==> src/rtl/vram_arbiter_pkg.sv <==
// Shared definitions for the video RAM arbiter: default widths, the CPU
// starvation limit and the 3-bit FSM state encoding.
package vram_arbiter_pkg;

  localparam int ADDR_W_DEFAULT       = 13;  // 8 KB video RAM
  localparam int DATA_W_DEFAULT       = 8;
  localparam int STARVE_LIMIT_DEFAULT = 8;

  typedef enum logic [2:0] {
    ST_IDLE     = 3'd0,
    ST_VID_ADDR = 3'd1,
    ST_VID_DATA = 3'd2,
    ST_CPU_ADDR = 3'd3,
    ST_CPU_DATA = 3'd4
  } arb_state_t;

endpackage

==> src/rtl/vram_arbiter.sv <==
// Shares the single-port video RAM between the VGA byte fetcher and the CPU.
// Video fetches win by default; a CPU request that has waited STARVE_LIMIT
// cycles beats a pending fetch. Each access takes an address cycle and a data
// cycle, and the result is presented one cycle after the data cycle.
module vram_arbiter
  import vram_arbiter_pkg::*;
#(
  parameter int ADDR_W       = ADDR_W_DEFAULT,
  parameter int DATA_W       = DATA_W_DEFAULT,
  parameter int STARVE_LIMIT = STARVE_LIMIT_DEFAULT
) (
  input  logic              clk,
  input  logic              reset,
  input  logic              vid_req,
  input  logic [ADDR_W-1:0] vid_addr,
  output logic [DATA_W-1:0] vid_data,
  output logic              vid_valid,
  output logic              vid_overrun,
  input  logic              cpu_req,
  input  logic              cpu_we,
  input  logic [ADDR_W-1:0] cpu_addr,
  input  logic [DATA_W-1:0] cpu_wdata,
  output logic [DATA_W-1:0] cpu_rdata,
  output logic              cpu_ack,
  output logic [ADDR_W-1:0] ram_addr,
  output logic              ram_we,
  output logic [DATA_W-1:0] ram_wdata,
  input  logic [DATA_W-1:0] ram_rdata
);

  localparam int CNT_W = $clog2(STARVE_LIMIT + 1);

  arb_state_t        state, state_nxt;
  logic              vid_pend;
  logic [ADDR_W-1:0] vid_pend_addr;
  logic [CNT_W-1:0]  starve_cnt;
  logic              cpu_is_read;

  // The ack cycle masks cpu_req so a request still held high while its own
  // ack is on the bus is not granted a second time.
  logic cpu_want, vid_want, cpu_starved, enter_vid, enter_cpu, cpu_owns_ram;
  assign cpu_want     = cpu_req & ~cpu_ack;
  assign vid_want     = vid_pend | vid_req;
  assign cpu_starved  = (starve_cnt >= CNT_W'(STARVE_LIMIT));
  assign enter_vid    = (state_nxt == ST_VID_ADDR);
  assign enter_cpu    = (state_nxt == ST_CPU_ADDR);
  assign cpu_owns_ram = (state == ST_CPU_ADDR) || (state == ST_CPU_DATA);

  // State register.
  always_ff @(posedge clk) begin
    // NOTE: sequential state is assigned with <= so every register samples
    // pre-edge values regardless of statement order.
    if (reset) state <= ST_IDLE;
    else       state <= state_nxt;
  end

  // Grant decision and state sequencing.
  always_comb begin
    // NOTE: default first, so no path through the case leaves state_nxt
    // unassigned and infers a latch.
    state_nxt = state;
    unique case (state)
      ST_IDLE, ST_VID_DATA: begin
        if (cpu_starved && cpu_want) state_nxt = ST_CPU_ADDR;
        else if (vid_want)           state_nxt = ST_VID_ADDR;
        else if (cpu_want)           state_nxt = ST_CPU_ADDR;
        else                         state_nxt = ST_IDLE;
      end
      ST_VID_ADDR: state_nxt = ST_VID_DATA;
      ST_CPU_ADDR: state_nxt = ST_CPU_DATA;
      // Never straight back to the CPU: a fetch may be waiting behind it.
      ST_CPU_DATA: state_nxt = vid_want ? ST_VID_ADDR : ST_IDLE;
      default:     state_nxt = ST_IDLE;
    endcase
  end

  // Video pending latch: the newest address wins, a replaced one is an overrun.
  always_ff @(posedge clk) begin
    if (reset) begin
      vid_pend      <= 1'b0;
      vid_pend_addr <= '0;
      vid_overrun   <= 1'b0;
    end else if (enter_vid) begin
      // A pending address is issued now; a strobe in this cycle stays queued.
      vid_pend <= vid_pend & vid_req;
      if (vid_req) vid_pend_addr <= vid_addr;
    end else if (vid_req) begin
      vid_pend      <= 1'b1;
      vid_pend_addr <= vid_addr;
      if (vid_pend) vid_overrun <= 1'b1;
    end
  end

  // Registered RAM port, loaded on entry to an address cycle.
  always_ff @(posedge clk) begin
    if (reset) begin
      ram_addr    <= '0;
      ram_we      <= 1'b0;
      ram_wdata   <= '0;
      cpu_is_read <= 1'b0;
    end else begin
      ram_we <= 1'b0;
      if (enter_vid) begin
        ram_addr <= vid_pend ? vid_pend_addr : vid_addr;
      end else if (enter_cpu) begin
        ram_addr    <= cpu_addr;
        ram_we      <= cpu_we;
        ram_wdata   <= cpu_wdata;
        cpu_is_read <= ~cpu_we;
      end
    end
  end

  // CPU starvation counter, saturating at STARVE_LIMIT.
  always_ff @(posedge clk) begin
    if (reset)                                        starve_cnt <= '0;
    else if (enter_cpu)                               starve_cnt <= '0;
    else if (cpu_req && !cpu_owns_ram && !cpu_starved) starve_cnt <= starve_cnt + 1'b1;
  end

  // Result capture in the data cycle; valid/ack pulse the following cycle.
  always_ff @(posedge clk) begin
    if (reset) begin
      vid_valid <= 1'b0;
      vid_data  <= '0;
      cpu_ack   <= 1'b0;
      cpu_rdata <= '0;
    end else begin
      vid_valid <= (state == ST_VID_DATA);
      cpu_ack   <= (state == ST_CPU_DATA);
      if (state == ST_VID_DATA)                vid_data  <= ram_rdata;
      if (state == ST_CPU_DATA && cpu_is_read) cpu_rdata <= ram_rdata;
    end
  end

endmodule

==> config.mk <==
export PLATFORM = sky130hd
export DESIGN_NAME = vram_arbiter
export DESIGN_NICKNAME = d
export VERILOG_FILES = /design/src/rtl/vram_arbiter_pkg.sv /design/src/rtl/vram_arbiter.sv
export SDC_FILE = /design/constraint.sdc
export NUM_CORES = 1
export LEC_CHECK = 0
export BUFFER_PORTS_ARGS = -buffer_cell sky130_fd_sc_hd__buf_2
export CORE_AREA = 2 2 72 74
export CTS_BUF_LIST = sky130_fd_sc_hd__clkbuf_4 sky130_fd_sc_hd__clkbuf_8
export CTS_CLUSTER_DIAMETER = 60
export DETAILED_ROUTE_END_ITERATION = 10
export DIE_AREA = 0 0 74 76
export MAX_ROUTING_LAYER = met4
export PLACE_DENSITY = 0.85
export SLEW_MARGIN = 0
export SYNTH_ARGS = -nofsm -noshare
export SYNTH_HDL_FRONTEND = slang
export SYNTH_SLANG_ARGS = --single-unit
==> constraint.sdc <==
create_clock -name clk -period 2.87 [get_ports clk]
set_input_delay 0.1435 -clock clk [delete_from_list [all_inputs] [get_ports clk]]
set_output_delay 0.1435 -clock clk [all_outputs]
set_load 0.05 [all_outputs]
Word level (Yosys, flattened, before mapping)

Index checks and enable logic that the tools add are counted.
Widths: inputs -> output; s select.

Add/subtract/negate cells: 1
Reductions and logical operators: 15
Magnitude comparators: 1
Multiplexer cells: 10
Eq/ne operators: 6
Bitwise operators: 7

Operators by type and width:

| kind                | number |
|---|---|
| $mux 13             | 3 |
| $pmux 3 s4          | 1 |
| $eq 3x2->1 const B  | 3 |
| $eq 3x1->1 const B  | 2 |
| $mux 2              | 3 |
| $add 4x1->4 const B | 1 |
| $ge 4x4->1 const B  | 1 |
| $logic_and 1x1->1   | 4 |
| $not 1->1           | 4 |
| $reduce_bool 2->1   | 2 |
| $reduce_or 2->1     | 2 |
| $eq 3x3->1 const B  | 1 |
| $logic_not 3->1     | 1 |
| $mux 1              | 3 |
| $reduce_and 3->1    | 1 |
| $reduce_or 3->1     | 1 |
| $and 1x1->1         | 2 |
| $logic_not 1->1     | 2 |
| $reduce_and 2->1    | 1 |
| $logic_or 1x1->1    | 1 |
| $or 1x1->1          | 1 |

Input port bits: 47
Register bits: 63
Output and inout bits: 41
Logic and storage cells: 53

Logic depth before layout (Yosys ltp)

Depth after elaboration: 9
Mapped depth: 6
Gate-level depth less buffers: 5

Worst setup path before layout

No wires, ideal clock.

Path kind: register to register
From: reg cpu_ack
To: reg vid_pend
Arrival time: 1.550 ns
Buffers on the path: 0
Cell stages (with the launch flop): 5
Data required time: 2.743 ns
Slack: 1.193 ns
Cells stage by stage: dfxtp_1 -> nor3b_1 -> a21o_1 -> maj3_1 -> nor2b_1

Cells in the longest elaborated chain, start to end: 8
Elaborated cells between the ends (all ways): 10
Those cells by class: eq/ne (1); mux (5); bitwise (2); reduce/logical (2)

RTL lines:

| what                                        | RTL line            | RTL |
|---|---|---|
| start: declaration                          | vram_arbiter.sv:24  | `output logic cpu_ack,` |
| start signal: assignment                    | vram_arbiter.sv:130 | `cpu_ack <= (state == ST_CPU_DATA);` |
| $not 1->1 *                                 | vram_arbiter.sv:42  | `assign cpu_want = cpu_req & ~cpu_ack;` |
| $and 1x1->1 *                               | vram_arbiter.sv:42  |  |
| $mux 2                                      | vram_arbiter.sv:66  | `else if (cpu_want) state_nxt = ST_CPU_ADDR;` |
| $mux 2                                      | vram_arbiter.sv:65  | `else if (vid_want) state_nxt = ST_VID_ADDR;` |
| $mux 2 *                                    | vram_arbiter.sv:64  | `if (cpu_starved && cpu_want) state_nxt = ST_CPU_ADDR;` |
| $pmux 3 s4 *                                | vram_arbiter.sv:62  | `unique case (state)` |
| $eq 3x1->1 *                                | vram_arbiter.sv:45  | `assign enter_vid = (state_nxt == ST_VID_ADDR);` |
| $mux 1 or $reduce_bool 2->1 (tied branches) | -                   |  |
| end signal: assignment                      | vram_arbiter.sv:85  | `vid_pend <= vid_pend & vid_req;` |
| end: declaration                            | vram_arbiter.sv:34  | `logic vid_pend;` |

Mark *: on every way between the ends. The rest lies on a longest branch, timed or not.
A chain may end at the register's enable or synchronous reset.

Final worst setup path

From: reg vid_pend
To: reg ram_wdata[2]

Cells in the longest elaborated chain, start to end: 7
Elaborated cells between the ends (all ways): 9
Those cells by class: eq/ne (2); mux (4); bitwise (2); reduce/logical (1)

RTL lines:

| what                                | RTL line            | RTL |
|---|---|---|
| $or 1x1->1 *                        | vram_arbiter.sv:43  | `assign vid_want = vid_pend \| vid_req;` |
| $mux 2                              | vram_arbiter.sv:65  |  |
| $mux 2                              | vram_arbiter.sv:64  |  |
| $pmux 3 s4 *                        | vram_arbiter.sv:62  |  |
| $eq 3x1->1                          | vram_arbiter.sv:45  |  |
| $not 1->1 (no source line)          | -                   |  |
| $reduce_and 2->1 (no source line) * | -                   |  |
| end signal: assignment              | vram_arbiter.sv:108 | `ram_wdata <= cpu_wdata;` |
| end: declaration                    | vram_arbiter.sv:27  | `output logic [DATA_W-1:0] ram_wdata,` |

Marked as above.

==> run summary <==
number of distinct library cells after synthesis - 39
FILL cells - 413
global-route wire length before repair - 9.23 mm
max-slew violation count - 0
outcome - completed
floorplan die area - 5620 µm²
net count after synthesis - 313
type of element launching the critical path - flip-flop
half-perimeter wire length of the detailed placement result - 3.81 mm
# Post-CTS Setup Buffers - 0
TritonCTS Buffers - 9
Post-Syn Area - 2600 µm²
Async S/R FF share, synth - 0%
Critical Setup Path Class - reg2reg
final critical-path required period - 1.85 ns
Initial Util - 52.9%
# setup viols final - 0
average via count per standard cell - 5.21
slew at the pin closest to its max-slew limit - 0.931 ns
post-cts sizing count - 0
Max Fclk - 0.541 GHz
Die Wd - 74 µm
Worst VDD drop - 320 µV
number of cells in the finished layout apart from fillers - 422
setup total negative slack - 0 ns
gr ovfl total - 0
clock buffer depth - 2
cell internal power dissipation - 1420 µW
Total Routing Usage GR - 21.5%
number of clock sinks seen by CTS - 63
Syn. warnings - 0
Slew headroom - 37.7%
io pins - 88
register area share after synthesis - 48.5%
pin count of the biggest net entering global routing - 42
share of power burned in registers - 48.2%
period utilization - 64.4%
sw power - 584 µW
power density relative to cell area - 617 nW/µm²
final WL - 5.41 mm
type of destination of the critical path - flip-flop
proportion of layout cells with a drive suffix above 1 - 31.8%
number of register bits inferred by synthesis - 63
RD Place Congestion - 0.761
WL/cell - 12.8 µm
number of cells in the design after placement - 408
Hold Crit Start - cpu_wdata[1]
number of stages on the worst hold path - 2
number of buffer cells added on primary ports - 87
share of the core filled with cells in the final layout - 66.1%
Hold Path Class - in2reg
number of nets with antenna violations after routing - 0
Final Net Count - 398
required time worst endpoint - 3.14 ns
diodes inserted - 0
Crit Reg-Reg Startpoint - vid_pend
clk slew on worst S/H paths - 0.06 ns
signed area change from the synthesized netlist to the final layout - 24.9%
critical path data arrival time - 2.12 ns
die outline height - 76 µm
number of antenna violations at the first check in global routing - 0
critical-path maximum fanout - 23
drt first pass iters - 4
Syn Inst Count - 264
Post-synth EDFFs - 0
Row Count - 26
Core Area - 4910 µm²
maximum level of the CTS H-tree - 3
R2R Path End - ram_wdata[2]
Leak - 0.00149 µW
most common flop cell mapped by yosys - dfxtp_1
combinational share of power - 18.0%
vias in the first global route - 2061
worst-skew pair later-pin latency - 0.33 ns
slack of the worst reg-to-reg path - 1.02 ns
clock share of power - 33.8%
fraction of power spent switching nets - 29.2%
clock skew after layout - 0.00406 ns
starting DRC count in detailed routing - 159
number of hold buffers added after cts - 0
number of maximum-capacitance constraint violations - 0
clock root buffer - clkbuf_8
TritonCTS clock tree - yes
final hold violation count - 0
number of cell instances on the worst register-to-register path - 4
synthesized area divided by synthesized cell count - 9.85 µm²
remaining design rule violation count - 0
hold endpoint - ram_wdata[1]
setup repair after global routing missed its margin - no
via total after detailed routing - 2197
how the worst max path moves through the flow:
stage                   from  slack, ns            to
global placement    vid_pend       1.09  ram_wdata[4]
CTS                 vid_pend       0.99  ram_wdata[2]
global route        vid_pend       0.79  ram_wdata[2]
floorplan            cpu_ack       1.19      vid_pend
finish              vid_pend       1.02  ram_wdata[2]
detailed placement  vid_pend       1.01  ram_wdata[2]
flip-flops by register name (all words and copies together), names as in the netlist:
name,count
cpu_ack,1
cpu_is_read,1
cpu_rdata,8
ram_addr,13
ram_wdata,8
ram_we,1
starve_cnt,4
state,3
vid_data,8
vid_overrun,1
vid_pend,1
vid_pend_addr,13
vid_valid,1
kinds of logic after synthesis:
logic type / share of synthesized area (%)
buffers and inverters: 4.72
DFF: 48.5
adders and majority gates: 1.35
and+or+nand+nor: 16.9
xor gates and xnor gates: 0.337
AOI/OAI and AO/OA: 16.7
muxes: 11.5
power by group through the flow:
stage               registers [µW]  clock network, µW  logic, µW
floorplan                     1090                  0        154
global route                   973                731        393
global placement               983                  0        356
finish                         965                676        361
CTS                            965                694        364
detailed placement             983                  0        363
cell type report:
class | count | area, µm² | share of cell area, %
flip-flops and latches | 63 | 1260 | 38.8
multi-input cells | 173 | 1230 | 37.8
well taps | 70 | 87.6 | 2.70
clock buffers | 13 | 166 | 5.13
inverters | 13 | 48.8 | 1.50
clock inverters | 1 | 5.00 | 0.154
repair buffers | 89 | 450 | 13.9
cells in the mapped netlist (all sizes together) (2+ instances only):
library cell | n | area [µm²]
a211oi | 2 | 15.0
nor3 | 2 | 15.0
a22o | 9 | 78.8
a21o | 7 | 52.6
nor4bb | 2 | 20.0
nor2 | 51 | 191
clkbuf | 4 | 15.0
o21ai | 8 | 40.0
mux2i | 30 | 300
inv | 13 | 48.8
nor2b | 2 | 12.5
o2bb2ai | 13 | 114
nor4b | 2 | 32.5
dfxtp | 63 | 1260
a21oi | 10 | 50.1
nand2b | 2 | 12.5
nor3b | 11 | 82.6
buf | 11 | 58.8
ha | 2 | 25.0
o22ai | 5 | 31.3
per-layer routing:
layer / wire, µm / GRT usage [%] / vias to the layer above
met5: 0 / - / -
met4: 113 / 9.27 / 0
met3: 263 / 4.76 / 12
met2: 2550 / 33.0 / 55
met1: 2480 / 26.9 / 1027
li1: - / - / 1103
worst max-delay path, stage by stage, from the launching register on:
cell and delay, ns:
dfxtp_1 0.79, o21ba_2 0.29, nor3_2 0.06, nor2_1 0.43, a22o_1 0.21
cells in the final DEF (no fill, tap or decap), types with 5 or more instances in the layout:
master     count
a21oi_1       10
buf_2         87
o22ai_1        5
o2bb2ai_1     13
inv_1         13
nor3b_1       10
nor2_1        51
a21o_1         7
dfxtp_1       63
a22o_1         9
o21ai_0        8
clkbuf_8      11
mux2i_1       30
per-stage QoR:
step           worst slack, ns  total power (µW)  hold slack, ns  cell area [µm²]
2_1_floorplan             1.19              1250           0.265             2600
3_3_place_gp              1.09              1340           0.359             3080
3_5_place_dp              1.01              1350           0.366             3080
4_1_cts                  0.994              2020          0.0179             3250
5_1_grt                  0.794              2100          0.0253             3250
6_report                  1.02              2000          0.0285             3250
Note: power is estimated with default switching activity, not from simulation.
